## config.mk

```make
export PLATFORM = sky130hd
export DESIGN_NAME = dot_product_package_feeder
export DESIGN_NICKNAME = d
export VERILOG_FILES = /design/src/rtl/dot_product_package_feeder_pkg.sv /design/src/rtl/dot_product_package_feeder_tail_mask.sv /design/src/rtl/dot_product_package_feeder.sv
export SDC_FILE = /design/constraint.sdc
export NUM_CORES = 2
export LEC_CHECK = 0
export CORE_AREA = 3 3 448 450
export DETAILED_ROUTE_END_ITERATION = 6
export DIE_AREA = 0 0 451 453
export MAX_ROUTING_LAYER = met4
export PLACE_DENSITY = 0.44
export SLEW_MARGIN = 30
export SYNTH_ARGS = -nofsm -noshare
export SYNTH_HDL_FRONTEND = slang
export SYNTH_SLANG_ARGS = --single-unit
```

## constraint.sdc

```tcl
create_clock -name clk -period 8 [get_ports clk]
set_clock_uncertainty 0.1 [all_clocks]
set_input_delay 1.6 -clock clk [delete_from_list [all_inputs] [get_ports clk]]
set_output_delay 1.6 -clock clk [all_outputs]
set_load 0.1 [all_outputs]
```

## src/rtl/dot_product_package_feeder_pkg.sv

```systemverilog
// Shared types and constants for the dot-product package feeder.
// The FSM state encoding lives here so that the top and any debug logic agree on it.
package dot_product_package_feeder_pkg;

  localparam int unsigned ELEMENT_WIDTH = 32;
  localparam int unsigned NO_OF_UNITS   = 8;
  localparam int unsigned TOTAL_W       = 32;
  localparam int unsigned ROWS_W        = 16;

  typedef enum logic [2:0] {
    StIdle,
    StRowRst,
    StIssue,
    StCapture,
    StPresent,
    StWaitRdy,
    StWaitFin,
    StDone
  } feeder_state_e;

  // ceil(total / n); the extra bit keeps total near 2^32 from overflowing.
  function automatic logic [TOTAL_W-1:0] pkg_count(input logic [TOTAL_W-1:0] total,
                                                   input int unsigned n);
    logic [TOTAL_W:0] sum;
    sum = {1'b0, total} + (TOTAL_W + 1)'(n - 1);
    return TOTAL_W'(sum / (TOTAL_W + 1)'(n));
  endfunction

endpackage

```

## src/rtl/dot_product_package_feeder_tail_mask.sv

```systemverilog
// Keep-mask for one package: the first valid_count_i elements (element 0 in the MSBs)
// are kept, the remaining element slots are forced to zero.
module package_tail_mask #(
  parameter int unsigned ElementWidth = 32,
  parameter int unsigned NoOfUnits    = 8
) (
  input  logic [$clog2(NoOfUnits+1)-1:0]   valid_count_i,
  output logic [ElementWidth*NoOfUnits-1:0] keep_mask_o
);

  always_comb begin
    keep_mask_o = '0;
    for (int unsigned k = 0; k < NoOfUnits; k++) begin
      if (k < 32'(valid_count_i)) begin
        keep_mask_o[ElementWidth*(NoOfUnits-k)-1 -: ElementWidth] = '1;
      end
    end
  end

endmodule

```

## src/rtl/dot_product_package_feeder.sv

```systemverilog
// Feeds matrix-row and vector packages from two synchronous RAMs into the dot-product
// engine, one package per read_now/dp_ready handshake, row after row.
module dot_product_package_feeder
  import dot_product_package_feeder_pkg::*;
#(
  parameter int unsigned ElementWidth = ELEMENT_WIDTH,
  parameter int unsigned NoOfUnits    = NO_OF_UNITS,
  parameter int unsigned AddrW        = 16,
  parameter int unsigned ReadyTimeout = 64
) (
  input  logic                              clk,
  input  logic                              reset,
  input  logic                              start_i,
  input  logic [TOTAL_W-1:0]                total_i,
  input  logic [ROWS_W-1:0]                 num_rows_i,
  input  logic [AddrW-1:0]                  row_base_addr_i,
  input  logic [AddrW-1:0]                  vec_base_addr_i,
  output logic                              row_mem_rd_en_o,
  output logic [AddrW-1:0]                  row_mem_addr_o,
  input  logic [ElementWidth*NoOfUnits-1:0] row_mem_rdata_i,
  output logic                              vec_mem_rd_en_o,
  output logic [AddrW-1:0]                  vec_mem_addr_o,
  input  logic [ElementWidth*NoOfUnits-1:0] vec_mem_rdata_i,
  output logic [ElementWidth*NoOfUnits-1:0] first_row_out_o,
  output logic [ElementWidth*NoOfUnits-1:0] second_row_out_o,
  output logic                              read_now_o,
  input  logic                              dp_ready_i,
  input  logic                              dp_finish_i,
  output logic                              dp_reset_o,
  output logic                              busy_o,
  output logic [ROWS_W-1:0]                 row_index_o,
  output logic                              done_o,
  output logic                              error_o
);

  localparam int unsigned DataW = ElementWidth * NoOfUnits;
  localparam int unsigned VcW   = $clog2(NoOfUnits + 1);
  localparam int unsigned TmoW  = $clog2(ReadyTimeout + 1);

  feeder_state_e       state_q, state_d;
  logic [TOTAL_W-1:0]  total_q, total_d;
  logic [TOTAL_W-1:0]  pkgs_q, pkgs_d;
  logic [TOTAL_W-1:0]  pkg_q, pkg_d;
  logic [TOTAL_W-1:0]  rem_q, rem_d;
  logic [ROWS_W-1:0]   rows_q, rows_d;
  logic [ROWS_W-1:0]   row_q, row_d;
  logic [AddrW-1:0]    row_addr_q, row_addr_d;
  logic [AddrW-1:0]    vec_base_q, vec_base_d;
  logic [TmoW-1:0]     tmo_q, tmo_d;
  logic                error_q, error_d;
  logic [DataW-1:0]    row_out_q, row_out_d;
  logic [DataW-1:0]    vec_out_q, vec_out_d;

  logic [VcW-1:0]      valid_count;
  logic [DataW-1:0]    keep_mask;

  // rem_q holds the elements still unsent in this row, so it is only below N in the tail.
  assign valid_count = (rem_q >= TOTAL_W'(NoOfUnits)) ? VcW'(NoOfUnits) : VcW'(rem_q);

  package_tail_mask #(
    .ElementWidth (ElementWidth),
    .NoOfUnits    (NoOfUnits)
  ) u_tail_mask (
    .valid_count_i (valid_count),
    .keep_mask_o   (keep_mask)
  );

  always_comb begin
    state_d    = state_q;
    total_d    = total_q;
    pkgs_d     = pkgs_q;
    pkg_d      = pkg_q;
    rem_d      = rem_q;
    rows_d     = rows_q;
    row_d      = row_q;
    row_addr_d = row_addr_q;
    vec_base_d = vec_base_q;
    tmo_d      = '0;
    error_d    = error_q;
    row_out_d  = row_out_q;
    vec_out_d  = vec_out_q;

    unique case (state_q)
      StIdle: begin
        if (start_i) begin
          error_d    = 1'b0;
          total_d    = total_i;
          rows_d     = num_rows_i;
          pkgs_d     = pkg_count(total_i, NoOfUnits);
          row_addr_d = row_base_addr_i;
          vec_base_d = vec_base_addr_i;
          row_d      = '0;
          pkg_d      = '0;
          state_d    = (total_i == '0 || num_rows_i == '0) ? StDone : StRowRst;
        end
      end
      StRowRst: begin
        pkg_d   = '0;
        rem_d   = total_q;
        state_d = StIssue;
      end
      StIssue: state_d = StCapture;
      StCapture: begin
        row_out_d = row_mem_rdata_i & keep_mask;
        vec_out_d = vec_mem_rdata_i & keep_mask;
        state_d   = StPresent;
      end
      StPresent: state_d = StWaitRdy;
      StWaitRdy: begin
        if (dp_ready_i) begin
          // Rows are stored back to back, so the row address simply keeps counting.
          row_addr_d = row_addr_q + AddrW'(1);
          if (pkg_q == pkgs_q - TOTAL_W'(1)) begin
            state_d = StWaitFin;
          end else begin
            pkg_d   = pkg_q + TOTAL_W'(1);
            rem_d   = rem_q - TOTAL_W'(NoOfUnits);
            state_d = StIssue;
          end
        end else if (tmo_q == TmoW'(ReadyTimeout - 1)) begin
          error_d = 1'b1;
          state_d = StIdle;
        end else begin
          tmo_d = tmo_q + TmoW'(1);
        end
      end
      StWaitFin: begin
        if (dp_finish_i) begin
          if (row_q == rows_q - ROWS_W'(1)) begin
            state_d = StDone;
          end else begin
            row_d   = row_q + ROWS_W'(1);
            state_d = StRowRst;
          end
        end else if (tmo_q == TmoW'(ReadyTimeout - 1)) begin
          error_d = 1'b1;
          state_d = StIdle;
        end else begin
          tmo_d = tmo_q + TmoW'(1);
        end
      end
      StDone:  state_d = StIdle;
      default: state_d = StIdle;
    endcase
  end

  always_ff @(posedge clk) begin
    if (reset) begin
      state_q    <= StIdle;
      total_q    <= '0;
      pkgs_q     <= '0;
      pkg_q      <= '0;
      rem_q      <= '0;
      rows_q     <= '0;
      row_q      <= '0;
      row_addr_q <= '0;
      vec_base_q <= '0;
      tmo_q      <= '0;
      error_q    <= 1'b0;
      row_out_q  <= '0;
      vec_out_q  <= '0;
    end else begin
      state_q    <= state_d;
      total_q    <= total_d;
      pkgs_q     <= pkgs_d;
      pkg_q      <= pkg_d;
      rem_q      <= rem_d;
      rows_q     <= rows_d;
      row_q      <= row_d;
      row_addr_q <= row_addr_d;
      vec_base_q <= vec_base_d;
      tmo_q      <= tmo_d;
      error_q    <= error_d;
      row_out_q  <= row_out_d;
      vec_out_q  <= vec_out_d;
    end
  end

  assign row_mem_rd_en_o  = (state_q == StIssue);
  assign vec_mem_rd_en_o  = (state_q == StIssue);
  assign row_mem_addr_o   = row_addr_q;
  assign vec_mem_addr_o   = vec_base_q + pkg_q[AddrW-1:0];
  assign first_row_out_o  = row_out_q;
  assign second_row_out_o = vec_out_q;
  assign read_now_o       = (state_q == StPresent);
  assign dp_reset_o       = (state_q == StRowRst);
  assign done_o           = (state_q == StDone);
  assign busy_o           = (state_q != StIdle) && (state_q != StDone);
  assign row_index_o      = row_q;
  assign error_o          = error_q;

endmodule

```

==> results by group <==
Run status
  • Status: complete, no violations

Yosys
  • Most frequent cell after synthesis: dfxtp_1
  • Ys flop type: dfxtp_1
  • Syn Inst Count: 3214
  • FFs w/ async S/R, synth: 0%
  • Post-Syn Area per Cell: ~8.8 sq um
  • Library cells used by synthesis: 79
  • Area leader, netlist: dfxtp_1
  • Ys Warns: 0
  • Synth area leaders: dfxtp_1 (50%), a22oi_1 (8.5%), nor2_1 (6.1%)
  • Post-synth top area share: 50.3%
  • Seq/Total Area, Yosys: 50.3%
  • Post-synth EDFFs: 0
  • Synth top cells by count: dfxtp_1 (713), nor2_1 (459), nand2_1 (328)
  • Register bit total from synthesis: roughly 710
  • Syn nets: 3834
  • Mapped Area: 28400 sq um

Cells and area
  • # fillers: 21.6k
  • Post-route cell area: 45200 sq um
  • Share of cells above drive strength 1: under 10%
  • Nets@finish: 4884
  • Area grow syn2layout: 59.1%

Worst setup path
  • Reg2reg start: pkgs_q[0]$_SDFFE_PP0P_
  • Worst setup path endpoint: vec_mem_addr_o[14]
  • Crit end category: output port
  • Crit path required time: between 6 and 7 ns
  • CP startpoint kind: flip-flop
  • Worst Setup SP: pkg_q[0]$_SDFFE_PP0P_
  • FF-to-FF End: rem_q[31]$_SDFFE_PP0P_
  • R2r setup slk: 3.59 ns
  • CP Max Fanout: 7
  • R2R cell count: 12
  • Worst path arrival time: 4.84 ns
  • Critical path class: flip-flop to output port

Min path
  • Hold Crit Depth: 2
  • Worst hold-check path type: flip-flop to flip-flop
  • HP Start: second_row_out_o[25]$_SDFFE_PP0P_

Clock network
  • CTS buffer count: 95
  • Clock buffer depth: 3
  • CTS resizes: 0
  • Sink Count: a little over 700
  • H-tree levels: 3
  • Postcts setup bufs: 0
  • # hold bufs at CTS: 0
  • Clk_lat worst skew: 0.70 ns
  • Clock Pin Slew Worst Setup and Hold Paths: 0.06 ns
  • Root Driver: clkbuf_16
  • TritonCTS clock tree: done

GRT
  • Grt ovf: 0
  • Global-route wire length before repair: about 220 mm
  • GRT Total Usage: 15.3%
  • Number of global-route vias before repair: approximately 28k
  • Pin count of the biggest net entering global routing: 94
  • Initial antenna violation count: 76

STA
  • Max Clk Rate: around 150 MHz
  • TNS Setup: 0 ns
  • Final hold slack: 0.348 ns
  • Slew headroom: 30.3%
  • Fin. Hold Viols: 0
  • Max Slew Vio Count: 0
  • Slack of the critical path: 1.46 ns
  • Minimum clock period: roughly 6.5 ns
  • Final Cycle Share: roughly four fifths
  • Finish-stage setup viols: 0
  • RSZ-0062 raised after global routing: no
  • Slew @ Worst Pin: ~1.0 ns

Floorplanning
  • Ports: 1164
  • Initial Util: 14.4%
  • Core outline area: just under 200000 sq um
  • Die W: 451 um
  • # rows: 163
  • Die span in y: approximately 450 um
  • Die Footprint: 204000 sq um

Pwr
  • Leakage power: 16.1 nW
  • Pwr dens: 311 nW/um^2
  • Total Power: about 14 mW
  • Max VDD drop: 0.000177 V

Drt
  • Drc violations: 0
  • Antenna Nets Post-Route: 0
  • Vias: 28.8k
  • Wirelength, routed: between 150 and 200 mm
  • Avg Vias per Cell: a little over 4
  • DR WL/cell: 22.9 um
  • Initial DRT Pass Iterations: 7
  • DRT iter0 DRCs: 1697

Placement
  • Placement Setup Slack: 2.20 ns
  • Routability cong.: 0.813
  • DP Area: 41900 sq um
  • I/O Buffers: 1163
  • HPWL after DPL: 123 mm

Job
  • MaxCap Viol Count: 0
==> final cells by class <==
cell class / count / area, sq um / area share [%]
timing repair buffer: 1200 / 11100 / 24.6
inverter: 35 / 131 / 0.291
sequential: 713 / 14300 / 31.6
multi-input combinational: 2219 / 13100 / 29.0
antenna: 34 / 85.1 / 0.188
clock buffer: 134 / 2770 / 6.12
tap: 2640 / 3300 / 7.31
clock inverter: 33 / 385 / 0.853
==> metal layers <==
layer  wire, um  global-route usage (%)  vias to the layer above
met3      10800                    4.57                      249
met5          0                       -                        -
met1      60200                    16.0                    13900
met4       5440                    4.60                        0
li1           -                       -                    13700
met2      84400                    27.7                      944
==> worst max-delay path, cell delays in order (launching register included) <==
cell	delay, ns
dfxtp_1	0.43
ha_1	0.21
inv_1	0.06
fa_1	0.41
nor2b_1	0.12
o21ai_0	0.11
a21boi_0	0.26
o21ai_0	0.21
a211oi_1	0.39
nor3_1	0.13
o41ai_1	0.39
a21oi_1	0.14
xnor2_1	0.14
clkdlybuf4s50_1	1.14
==> cell families after synthesis <==
logic type      synth area share, %
fa+ha+maj                      1.04
compound gates                 21.9
simple gates                   18.9
mux                           0.608
buf+inv                        3.98
xor+xnor                       3.29
flops                          50.3
==> flip-flops by register name (all words and copies together), names as in the netlist <==
name / count
first_row_out_o: 256
row_mem_addr_o: 16
pkgs_q: 30
vec_base_q: 16
total_q: 32
tmo_q: 7
state_q: 3
rem_q: 32
rows_q: 16
row_index_o: 16
error_o: 1
second_row_out_o: 256
pkg_q: 32
==> placed cells by master (no fill, tap or decap), types with 34 or more instances in the layout <==
| cell type | synthesis | routed |
|---|---|---|
| clkdlybuf4s50_1 | 0 | 966 |
| dfxtp_1 | 713 | 713 |
| nor2_1 | 459 | 454 |
| nand2_1 | 328 | 325 |
| a22oi_1 | 323 | 323 |
| a21oi_1 | 217 | 212 |
| buf_2 | 4 | 140 |
| a22o_1 | 126 | 126 |
| nand3_1 | 114 | 114 |
| clkbuf_16 | 0 | 96 |
| buf_4 | 4 | 87 |
| o21ai_0 | 67 | 66 |
| xnor2_1 | 63 | 63 |
| nor3_1 | 58 | 57 |
| xor2_1 | 41 | 41 |
| a211oi_1 | 36 | 36 |
| or3_1 | 35 | 35 |
| diode_2 | 0 | 34 |
| inv_1 | 34 | 34 |
==> power breakdown <==
part / switching, mW / internal [mW] / leakage, nW / total (mW)
Combinational: 4.04 / 1.37 / 8.82 / 5.41
Clock: 1.80 / 2.54 / 1.55 / 4.34
Sequential: 0.342 / 3.94 / 5.77 / 4.28
Total: 6.18 / 7.85 / 16.1 / 14.0
==> through the flow <==
step                util, %  std cells
detailed placement     21.3       6806
CTS                    22.9       6973
global route           22.9       7001
global placement       21.6       6806
floorplan                 -       3214
finish                 22.9       7008
==> how the worst min path moves through the flow <==
| stage | to | slack (ns) |
|---|---|---|
| global route | first_row_out_o[22]$_SDFFE_PP0P_ | 0.37 |
| global placement | tmo_q[0]$_SDFF_PP0_ | 0.33 |
| finish | second_row_out_o[25]$_SDFFE_PP0P_ | 0.35 |
| CTS | second_row_out_o[25]$_SDFFE_PP0P_ | 0.35 |
| detailed placement | second_row_out_o[25]$_SDFFE_PP0P_ | 0.34 |
| floorplan | tmo_q[0]$_SDFF_PP0_ | 0.32 |
No activity file was read; power rests on OpenSTA's default activity.
